<file path="src/rtl/pc_fetch_pkg.sv">
// ---------------------------------------------------------------------------
// pc_fetch_pkg
// Shared definitions for the program-counter fetch block:
//   - fetch_state_t : FSM state encoding (IDLE, RUN, HALTED)
//   - HALT_INSTR    : instruction encoding that stops a program run
//   - NOP_INSTR     : a convenient no-operation encoding
//   - branchTarget  : constant contents of the branch-target lookup table
// ---------------------------------------------------------------------------
package pc_fetch_pkg;

    typedef enum logic [1:0] {
        IDLE   = 2'd0,
        RUN    = 2'd1,
        HALTED = 2'd2
    } fetch_state_t;

    localparam logic [8:0] HALT_INSTR  = 9'h1FF;
    localparam logic [8:0] NOP_INSTR   = 9'h000;
    localparam int         LUT_ENTRIES = 16;

    // Branch-target table contents. Most entries are 32-instruction aligned
    // subroutine slots; entry 14 points at the last ROM word and entry 15 at
    // a short in-page target. Entries are 16 bits so any PC width up to 16
    // can use the same table.
    function automatic logic [15:0] branchTarget(input logic [3:0] index);
        logic [15:0] target;
        case (index)
            4'h0:    target = 16'h0000;
            4'h1:    target = 16'h0020;
            4'h2:    target = 16'h0040;
            4'h3:    target = 16'h0060;
            4'h4:    target = 16'h0080;
            4'h5:    target = 16'h00A0;
            4'h6:    target = 16'h00C0;
            4'h7:    target = 16'h00E0;
            4'h8:    target = 16'h0100;
            4'h9:    target = 16'h0120;
            4'hA:    target = 16'h0140;
            4'hB:    target = 16'h0160;
            4'hC:    target = 16'h0180;
            4'hD:    target = 16'h01A0;
            4'hE:    target = 16'h03FF;
            default: target = 16'h0007;
        endcase
        return target;
    endfunction

endpackage

</file>
<file path="src/rtl/branch_lut.sv">
// ---------------------------------------------------------------------------
// branch_lut
// Read-only branch-target lookup table, purely combinational.
// Ports:
//   index  : in  4     table index (instr[3:0] of the branching instruction)
//   target : out PC_W  branch destination address
// Indices at or beyond LUT_DEPTH return address 0.
// ---------------------------------------------------------------------------
module branch_lut
    import pc_fetch_pkg::*;
#(
    parameter int PC_W      = 10,
    parameter int LUT_DEPTH = 16
) (
    input  logic [3:0]      index,
    output logic [PC_W-1:0] target
);

    // Table entries are stored 16 bits wide and trimmed to the PC width here.
    always_comb begin
        target = '0;
        if (int'(index) < LUT_DEPTH) begin
            target = PC_W'(branchTarget(index));
        end
    end

endmodule

</file>
<file path="src/rtl/pc_fetch.sv">
// ---------------------------------------------------------------------------
// pc_fetch
// Program counter and run-control FSM for a small instruction fetch path.
// Ports:
//   clk        : in  1     clock, all state changes on the rising edge
//   reset      : in  1     synchronous active-high reset
//   start      : in  1     begins a run (sampled only in IDLE or HALTED)
//   instr      : in  9     instruction read combinationally from ROM at pc
//   jumpFlag   : in  1     taken-branch indication for the instruction at pc
//   pc         : out PC_W  current instruction address
//   running    : out 1     high while in RUN
//   done       : out 1     high while in HALTED
//   instrCount : out 16    instructions retired in the current/last run
// ---------------------------------------------------------------------------
module pc_fetch
    import pc_fetch_pkg::*;
#(
    parameter int PC_W      = 10,
    parameter int LUT_DEPTH = 16
) (
    input  logic            clk,
    input  logic            reset,
    input  logic            start,
    input  logic [8:0]      instr,
    input  logic            jumpFlag,
    output logic [PC_W-1:0] pc,
    output logic            running,
    output logic            done,
    output logic [15:0]     instrCount
);

    fetch_state_t    state;
    logic [PC_W-1:0] jumpTarget;

    // Branch destination for the instruction currently at pc.
    branch_lut #(
        .PC_W      (PC_W),
        .LUT_DEPTH (LUT_DEPTH)
    ) u_branch_lut (
        .index  (instr[3:0]),
        .target (jumpTarget)
    );

    // Run-control FSM, PC register and retired-instruction counter.
    // running/done are registered alongside the state so they never
    // depend combinationally on inputs. HALT is checked before jumpFlag
    // so a halting instruction always freezes pc, and every RUN cycle
    // (including the HALT cycle) retires one instruction.
    always_ff @(posedge clk) begin
        if (reset) begin
            state      <= IDLE;
            pc         <= '0;
            instrCount <= '0;
            running    <= 1'b0;
            done       <= 1'b0;
        end else begin
            case (state)
                IDLE: begin
                    pc <= '0;
                    if (start) begin
                        state      <= RUN;
                        instrCount <= '0;
                        running    <= 1'b1;
                        done       <= 1'b0;
                    end
                end

                RUN: begin
                    if (instrCount != 16'hFFFF) begin
                        instrCount <= instrCount + 16'd1;
                    end
                    if (instr == HALT_INSTR) begin
                        state   <= HALTED;
                        running <= 1'b0;
                        done    <= 1'b1;
                    end else if (jumpFlag) begin
                        pc <= jumpTarget;
                    end else begin
                        pc <= pc + 1'b1;
                    end
                end

                HALTED: begin
                    if (start) begin
                        state      <= RUN;
                        pc         <= '0;
                        instrCount <= '0;
                        running    <= 1'b1;
                        done       <= 1'b0;
                    end
                end

                default: begin
                    state   <= IDLE;
                    pc      <= '0;
                    running <= 1'b0;
                    done    <= 1'b0;
                end
            endcase
        end
    end

endmodule
</file>
<file path="config.mk">
export PLATFORM = sky130hd
export DESIGN_NAME = pc_fetch
export DESIGN_NICKNAME = d
export VERILOG_FILES = /design/src/rtl/pc_fetch_pkg.sv /design/src/rtl/branch_lut.sv /design/src/rtl/pc_fetch.sv
export SDC_FILE = /design/constraint.sdc
export NUM_CORES = 1
export LEC_CHECK = 0
export ABC_AREA = 1
export CAP_MARGIN = 20
export CELL_PAD_IN_SITES_DETAIL_PLACEMENT = 1
export CELL_PAD_IN_SITES_GLOBAL_PLACEMENT = 1
export CORE_ASPECT_RATIO = 1.2
export CORE_MARGIN = 2
export CORE_UTILIZATION = 39
export CTS_BUF_LIST = sky130_fd_sc_hd__clkbuf_8
export DETAILED_ROUTE_END_ITERATION = 12
export HOLD_SLACK_MARGIN = 0.05
export PLACE_DENSITY = 0.95
export SYNTH_ARGS = -nofsm -noshare
export SYNTH_HDL_FRONTEND = slang
export SYNTH_SLANG_ARGS = --single-unit
</file>
<file path="constraint.sdc">
create_clock -name clk -period 3.2 [get_ports clk]
set_input_delay 0.64 -clock clk [delete_from_list [all_inputs] [get_ports clk]]
set_output_delay 0.64 -clock clk [all_outputs]
set_load 0.005 [all_outputs]
</file>
After elaboration in Yosys (flattened, before gate mapping)
Memory sizes are Yosys's and may differ from the RTL's.
Cells that the tools add are included.
Word-level totals
  bits in registers: 30
  memory bits (read-only): 160
  input bits: 13
  output and inout bits: 28
  logic and storage cells: 39
  memories kept: 1
Memories
  (no name shown): depth 16, width 10, read ports 1, clocked after memory_dff 0, write ports 0, line pc_fetch_pkg.sv:27  | case (index)
Cells by class
  add/sub/neg operators: 2
  eq/ne operators: 9
  muxes and demuxes: 16
  reductions and logical operators: 6
Operators with widths (number)
  $mux 16: 2
  $pmux 16 s2: 1
  $mux 10: 3
  $pmux 10 s2: 1
  $add 16x1->16 const B: 1
  $ne 16x16->1 const B: 1
  $add 10x1->10 const B: 1
  $eq 9x9->1 const B: 1
  $ne 2x2->1 const B: 4
  $mux 1: 4
  $mux 2: 2
  $pmux 1 s2: 2
  $pmux 2 s2: 1
  $reduce_and 2->1: 2
  $reduce_and 3->1: 1
  $eq 2x1->1 const B: 1
  $eq 2x2->1 const B: 1
  $logic_not 2->1: 1
  $ne 2x1->1 const B: 1
  $reduce_bool 2->1: 1
  $reduce_or 2->1: 1

Logic depth before layout (Yosys ltp)
Gate-level depths: netlist of run 1.
  depth after elaboration: 4
  depth in mapped cells: 11
  depth with buffers taken out: 10

Cells and area by module
Synthesis of run 1 repeated with hierarchy kept, for this count alone.
Unflattened totals
  cells, all modules: 338
  area, all modules: 2001.9 sq um
Modules (own cells, without submodules)
  pc_fetch: instances 1, cells each 318, area an instance 1884.3 sq um, sequential area each 580.6 sq um
  branch_lut: instances 1, cells each 20, area an instance 117.6 sq um, sequential area each 0.0 sq um

Least setup slack after synthesis of run 1
OpenSTA, ideal clock, no wires.
  path type: input -> register
  from: input instr[0]
  to: register pc[2]
  setup time: 70 ps
  data arrival time: 1455 ps
  required time: 3130 ps
  setup slack: 1676 ps
  stages: 8
  buffers on the path: 0
  cell sequence: ha_1 > nand2_1 > inv_1 > nand4_1 > nand2_2 > nor2_1 > o21ai_1 > a21oi_1
On the way
  longest elaborated chain between the ends: 4
  elaborated cells on any way between the ends: 7
  those cells by class: eq/ne: 2; mux: 3; reduce/logical: 1; memory: 1
RTL lines
  from (decl): line pc_fetch.sv:24  | input logic [8:0] instr,
  $mem_v2 16x10
  $mux 10: line pc_fetch.sv:76  | end else if (jumpFlag) begin
  $mux 10: line pc_fetch.sv:72  | if (instr == HALT_INSTR) begin
  $pmux 10 s2: line pc_fetch.sv:57  | case (state)
  to (signal assigned): line pc_fetch.sv:77  | pc <= jumpTarget;
  to (signal assigned): line pc_fetch.sv:79  | pc <= pc + 1'b1;
  to (decl): line pc_fetch.sv:26  | output logic [PC_W-1:0] pc,
Several ways; a longest one is shown, not always the timed one. The select of a mux whose other input is x is not followed.
A chain may end at the register's enable or synchronous reset.

Worst setup path after layout of run 1
  from: register instrCount[10]
  to: output instrCount[10]
RTL lines
  from (decl): line pc_fetch.sv:29  | output logic [15:0] instrCount
  from (signal assigned): line pc_fetch.sv:70  | instrCount <= instrCount + 16'd1;
No word-level cell between the ends.

==> key figures, run 1 <==
Floorplanning
  • Io pins: 41
  • Core Footprint: about 4900 um^2
  • Die H: between 80 and 90 um
  • Initial cell density of the core: 0.399
  • Die area: 5610 um^2
  • Die width: 68.7 um
  • Row cnt: 28

Timing
  • Slew @ Worst Pin: 0.402 ns
  • Slew Limit Headroom: 0.731
  • Setup TNS: 0 ns
  • RSZ-0062 raised after global routing: no
  • Skew final: between 0.006 and 0.007 ns
  • Fin crit period: slightly above 2 ns
  • Final Max Slew Viols: 0
  • Final setup vio count: 0
  • Final hold vios: 0
  • Min setup slack post-route: approximately 1.2 ns
  • Max Fclk: ~500 MHz
  • Tcrit/Tclk final: 0.629

Logic synthesis
  • Synth cell types: 28
  • Most common cell in the synthesized netlist: nand2_1
  • Syn Nets: between 300 and 400
  • Post-synth top area cell: dfxtp_1
  • Cells after synthesis: 319
  • Synthesized area: between 1500 and 2000 um^2
  • Synth warn: 0
  • Synth top area cells: dfxtp_1 (30%), nand2_1 (21%), inv_1 (7.7%)
  • Yosys reg bits: 29
  • Sequential element share of the synthesized area: 0.296
  • Post-synth ARST share: 0
  • Top cells by count, synth: nand2_1 (111), inv_1 (40), nor2_1 (36)
  • Syn avg cell area: ~6 um^2
  • Post-synth top area share: 0.296
  • EDFF count, synth: 0
  • Ys flop type: dfxtp_1

Layout
  • Non-Filler Instances: approximately 420
  • Fraction of layout cells with a size suffix above 1: 0.0771
  • Area grow syn2layout: 29.1%
  • Fin nets: 379
  • Ant diodes: 0
  • Final Cell Area: between 2000 and 3000 um^2

Pwr
  • Leakage power: 1.04 nW
  • Pwr dens: approximately 380 nW/um^2
  • Maximum vdd ir drop: between 0.15 and 0.2 mV

Setup path
  • Worst setup EP type: primary output
  • R2R Path End: instrCount[15]
  • Worst setup path class: reg -> out
  • Crit path to: instrCount[10]
  • R2R cell count: 7
  • Crit-path slowest cell: clkdlybuf4s50_1
  • WP data arrival: ~1.4 ns
  • Cell Chain, Critical Path: clkdlybuf4s50_1
  • Reg2reg setup slack: about 1.4 ns
  • Critical path's top delay family: buffers and inverters
  • Worst path depth: 1
  • Reg-to-Reg Start: instrCount[1]
  • Crit-path max FO: 9
  • Critical Path Source: instrCount[10]
  • Max incr delay on CP: 0.56 ns
  • CP required: between 2 and 3 ns
  • Crit path buf inv count: 1
  • Startpoint Class: flop

Placed design
  • Area after DPL: 2400 um^2
  • Port bufs: 40
  • Placed insts: 415
  • Post-DP HPWL: about 4.7 mm
  • Place WS: 0.991 ns
  • RePlAce Congestion: 0.900

Global route
  • Pin count of the biggest net entering global routing: 14
  • Initial antenna violation count: 0
  • Grt total ovfl: 0
  • Vias in the first global route: between 2,000 and 2,500
  • First-pass GRT wire length: between 10 and 15 mm
  • GRT Total Usage: 0.250

Clock tree
  • Worst-skew pair later-pin latency: between 0.2 and 0.3 ns
  • Root buf cell: clkbuf_8
  • CTS tree: built
  • Clk sink count: 29
  • H-tree depth: 2
  • Clk slew on worst S/H paths: approximately 0.07 ns
  • Num CTS Buffers: 5
  • Worst-case clock buffer depth: 2
  • Post-CTS sizing: 0
  • Post-CTS Setup Repair Bufs: 0
  • # hold bufs at CTS: 0

Run
  • Max Cap Viol: 0

Drt
  • WL final: approximately 6.3 mm
  • First-pass DRT Iterations: 4
  • Detail Route Antenna Nets: 0
  • Vias per inst: between 5 and 6
  • Via count: about 2,300
  • Per-cell routed wire length: 14.9 um
  • Drt first-iter violations: between 100 and 150
  • Drt drc: 0

Hold path
  • Min-delay worst type: reg -> reg

Run status
  • Status: finished, final reports clean
-- per-layer routing --
metal	track usage	routed length, um	vias up
met1	0.292	2590	1073
li1	-	-	1101
met3	0.0274	242	14
met5	0	0	-
met4	0.110	160	0
met2	0.451	3290	68
-- how the worst min path moves through the flow --
stage	slack [ns]	cells past startpoint	from	to
after floorplan	0.46	2	running	running
after global placement	0.46	2	running	running
after detailed placement	0.48	2	running	running
after CTS	0.49	2	running	running
after global routing	0.52	2	running	running
final	0.49	2	running	running
-- where the power goes --
group,switching (W),internal [W],total (W)
Combinational,0.0000638,0.0000430,0.000107
Clock,0.000162,0.000309,0.000471
Sequential,0.00000897,0.000368,0.000377
-- final cells by class --
| class | instances | area, um^2 |
|---|---|---|
| tap | 60 | 75.1 |
| sequential | 29 | 581 |
| clock buffer | 5 | 68.8 |
| fill | 694 | 2370 |
| timing repair buffer | 41 | 408 |
| multi-input combinational | 241 | 1170 |
| clock inverter | 3 | 65.1 |
| inverter | 44 | 165 |
-- logic make-up (layout without fill, tap and decap cells) --
group,Yosys count,after routing,synth area share
DFF,29,29,0.296
xor gates and xnor gates,3,3,0.0134
AOI/OAI and AO/OA,35,35,0.0977
buffers and inverters,49,93,0.108
adders and majority gates,4,4,0.0255
and+or+nand+nor,199,199,0.459
-- stage by stage --
stage | hold slack (ns) | total power, W | util
finish | 0.491 | 0.000955 | 0.516
global route | 0.519 | 0.000984 | 0.516
CTS | 0.492 | 0.000961 | 0.516
detailed placement | 0.482 | 0.000489 | 0.489
global placement | 0.462 | 0.000486 | 0.489
floorplan | 0.455 | 0.000443 | -
-- layout by cell type (no fill, tap or decap), types with 4 or more instances in the layout --
cell type and instances:
o21ai_0 13, nor3_1 4, nand4_1 15, ha_1 4, nand3_1 19, a21oi_1 15, nand2_2 5, nand2_1 111
clkbuf_8 5, clkdlybuf4s50_1 40, inv_1 40, nor2_1 36, dfxtp_1 29
-- sequential cells by signal, indices dropped and copies added, names as in the netlist --
name,flops
running,1
instrCount,16
pc,10
done,1
state,1
Power figures use the tool's default switching activity.
==> run 2, diff against run 1 <==
CORE_UTILIZATION = 33   (was 39)
PLACE_DENSITY = 0.86   (was 0.95)
clock period = 1.7 ns   (was 3.2 ns; I/O delays follow)
==> key figures, run 2 (synthesized netlist as in run 1, its figures left out) <==
Run status
  • Status: finished, final reports clean

Floorplanning
  • Die width: around 74 um
  • Die area: 6570 um^2
  • Io pins: 41
  • Core Footprint: around 5700 um^2
  • Row cnt: 30
  • Initial cell density of the core: 0.343
  • Die H: just under 90 um

Layout
  • Commonest non-fill, non-tap cell in the layout: nand2_1
  • Area of the multi-input gates: 1190 um^2
  • Fin nets: ~400
  • Largest register FFs: 16
  • Area grow syn2layout: 40.7%
  • Largest regs: instrCount: 16 flops, pc: 10 flops
  • Ant diodes: 0
  • Fillers: between 700 and 800
  • Fraction of layout cells with a size suffix above 1: 0.156
  • Register area: about 600 um^2
  • Non-Filler Instances: between 400 and 500
  • Final Cell Area: 2760 um^2
  • Register with the most flip-flops: instrCount
  • Most frequent cells in the layout: nand2_1 (109), inv_1 (41), clkdlybuf4s50_1 (40)

Timing
  • Fin crit period: between 1.5 and 2 ns
  • Tcrit/Tclk final: 0.962
  • Final Max Slew Viols: 0
  • Slew @ Worst Pin: about 0.32 ns
  • Max Fclk: 611 MHz
  • Final setup vio count: 0
  • Final hold slack: around 0.48 ns
  • Final hold vios: 0
  • Skew final: around 0.010 ns
  • Slew Limit Headroom: 0.789

Run
  • Max Cap Viol: 0

Clock tree
  • Num CTS Buffers: 5
  • Worst-case clock buffer depth: 2
  • # hold bufs at CTS: 0
  • Root buf cell: clkbuf_8
  • CTS tree: built
  • Clk sink count: 29
  • H-tree depth: 2
  • Clk slew on worst S/H paths: ~0.07 ns
  • Worst-skew pair later-pin latency: approximately 0.29 ns

Drt
  • Detail Route Antenna Nets: 0
  • First-pass DRT Iterations: 4
  • Drt first-iter violations: 90
  • Drt drc: 0
  • Vias per inst: between 4 and 5
  • Per-cell routed wire length: between 10 and 15 um
  • Via count: approximately 2,300
  • WL final: between 6 and 7 mm

Setup path
  • Reg2reg setup slack: about 0.11 ns
  • Cell Chain, Critical Path: clkdlybuf4s50_1
  • Crit path buf inv count: 1
  • WP data arrival: approximately 1.3 ns
  • Worst setup path class: reg -> out
  • CP required: around 1.4 ns
  • Crit-path slowest cell: clkdlybuf4s50_1
  • Worst setup EP type: primary output
  • Critical path's top delay family: buffers and inverters
  • Max incr delay on CP: about 0.55 ns
  • Startpoint Class: flop
  • Reg-to-Reg Start: instrCount[0]
  • R2R Path End: instrCount[15]
  • Crit-path max FO: 7
  • R2R cell count: 9

Placed design
  • RePlAce Congestion: roughly 0.85
  • Post-DP HPWL: about 5.2 mm
  • Placed insts: 456
  • Area after DPL: around 2600 um^2
  • Port bufs: 40

Global route
  • GRT Total Usage: 0.224
  • Initial antenna violation count: 0
  • Vias in the first global route: approximately 2,400
  • Pin count of the biggest net entering global routing: 14
  • First-pass GRT wire length: 11.2 mm
  • Grt total ovfl: 0

Pwr
  • Maximum vdd ir drop: between 0.3 and 0.4 mV
  • Pwr dens: 624 nW/um^2
  • Leakage power: 1.16 nW

Hold path
  • Hold-critical path endpoint: running
  • Hold Crit Depth: 2
  • Min-delay worst type: reg -> reg
  • Hold Crit Start: running
==> run 2: changes by cell type in the layout (fill, tap and decap cells not counted), moves of 2 or more <==
cell	delta
buf_12	+2
nor2_2	+3
dfxtp_1	-4
buf_4	+20
dfxtp_2	+4
nor2_1	-3
nand2_1	-2
==> run 2: cell type report <==
| type | instances | share of cell area |
|---|---|---|
| Timing Repair Buffer | 63 | 0.217 |
| Clock inverter | 2 | 0.0123 |
| Multi-Input combinational cell | 241 | 0.432 |
| Inverter | 44 | 0.0599 |
| Tap cell | 80 | 0.0363 |
| Sequential cell | 29 | 0.212 |
| Clock buffer | 6 | 0.0299 |
==> run 2: worst max path at each step <==
stage                        from        endpoint  slack [ns]  cells after the start
finish                      pc[7]           pc[7]        0.06                      1
global route        instrCount[0]   instrCount[0]      -0.003                      9
CTS                 instrCount[0]  instrCount[14]       0.009                      9
detailed placement       instr[0]           pc[2]       -0.18                      9
global placement         instr[0]           pc[2]       -0.08                      9
floorplan           instrCount[1]  instrCount[14]        0.20                      9
==> run 2: report_power, final <==
| part | switching (W) | leakage, nW | internal (W) |
|---|---|---|---|
| Clock | 0.000300 | 0.0626 | 0.000472 |
| Combinational | 0.000129 | 0.858 | 0.000111 |
| Sequential | 0.0000151 | 0.237 | 0.000692 |
==> run 2: what timing repair did <==
item	4_1_cts	5_1_grt
setup endpoints to repair	8	14
setup buffers	1	0
pin swaps	0	2
gates resized for setup	3	9
hold endpoints to repair	0	0
==> run 2: metal layers <==
metal	track usage	share of wire	routed length, um
met1	0.244	0.40	2590
met2	0.427	0.54	3480
met3	0.0353	0.041	268
met4	0.0828	0.024	158
met5	0	0	0
==> run 2: stage by stage <==
stage	setup TNS (ns)	setup slack [ns]	utilization	power, W
after floorplan	0	0.204	-	0.000835
after global placement	-0.596	-0.0813	0.456	0.000951
after detailed placement	-1.54	-0.185	0.456	0.000959
after CTS	0	0.00874	0.479	0.00173
after global routing	-0.00441	-0.00320	0.483	0.00179
final	0	0.0638	0.483	0.00172
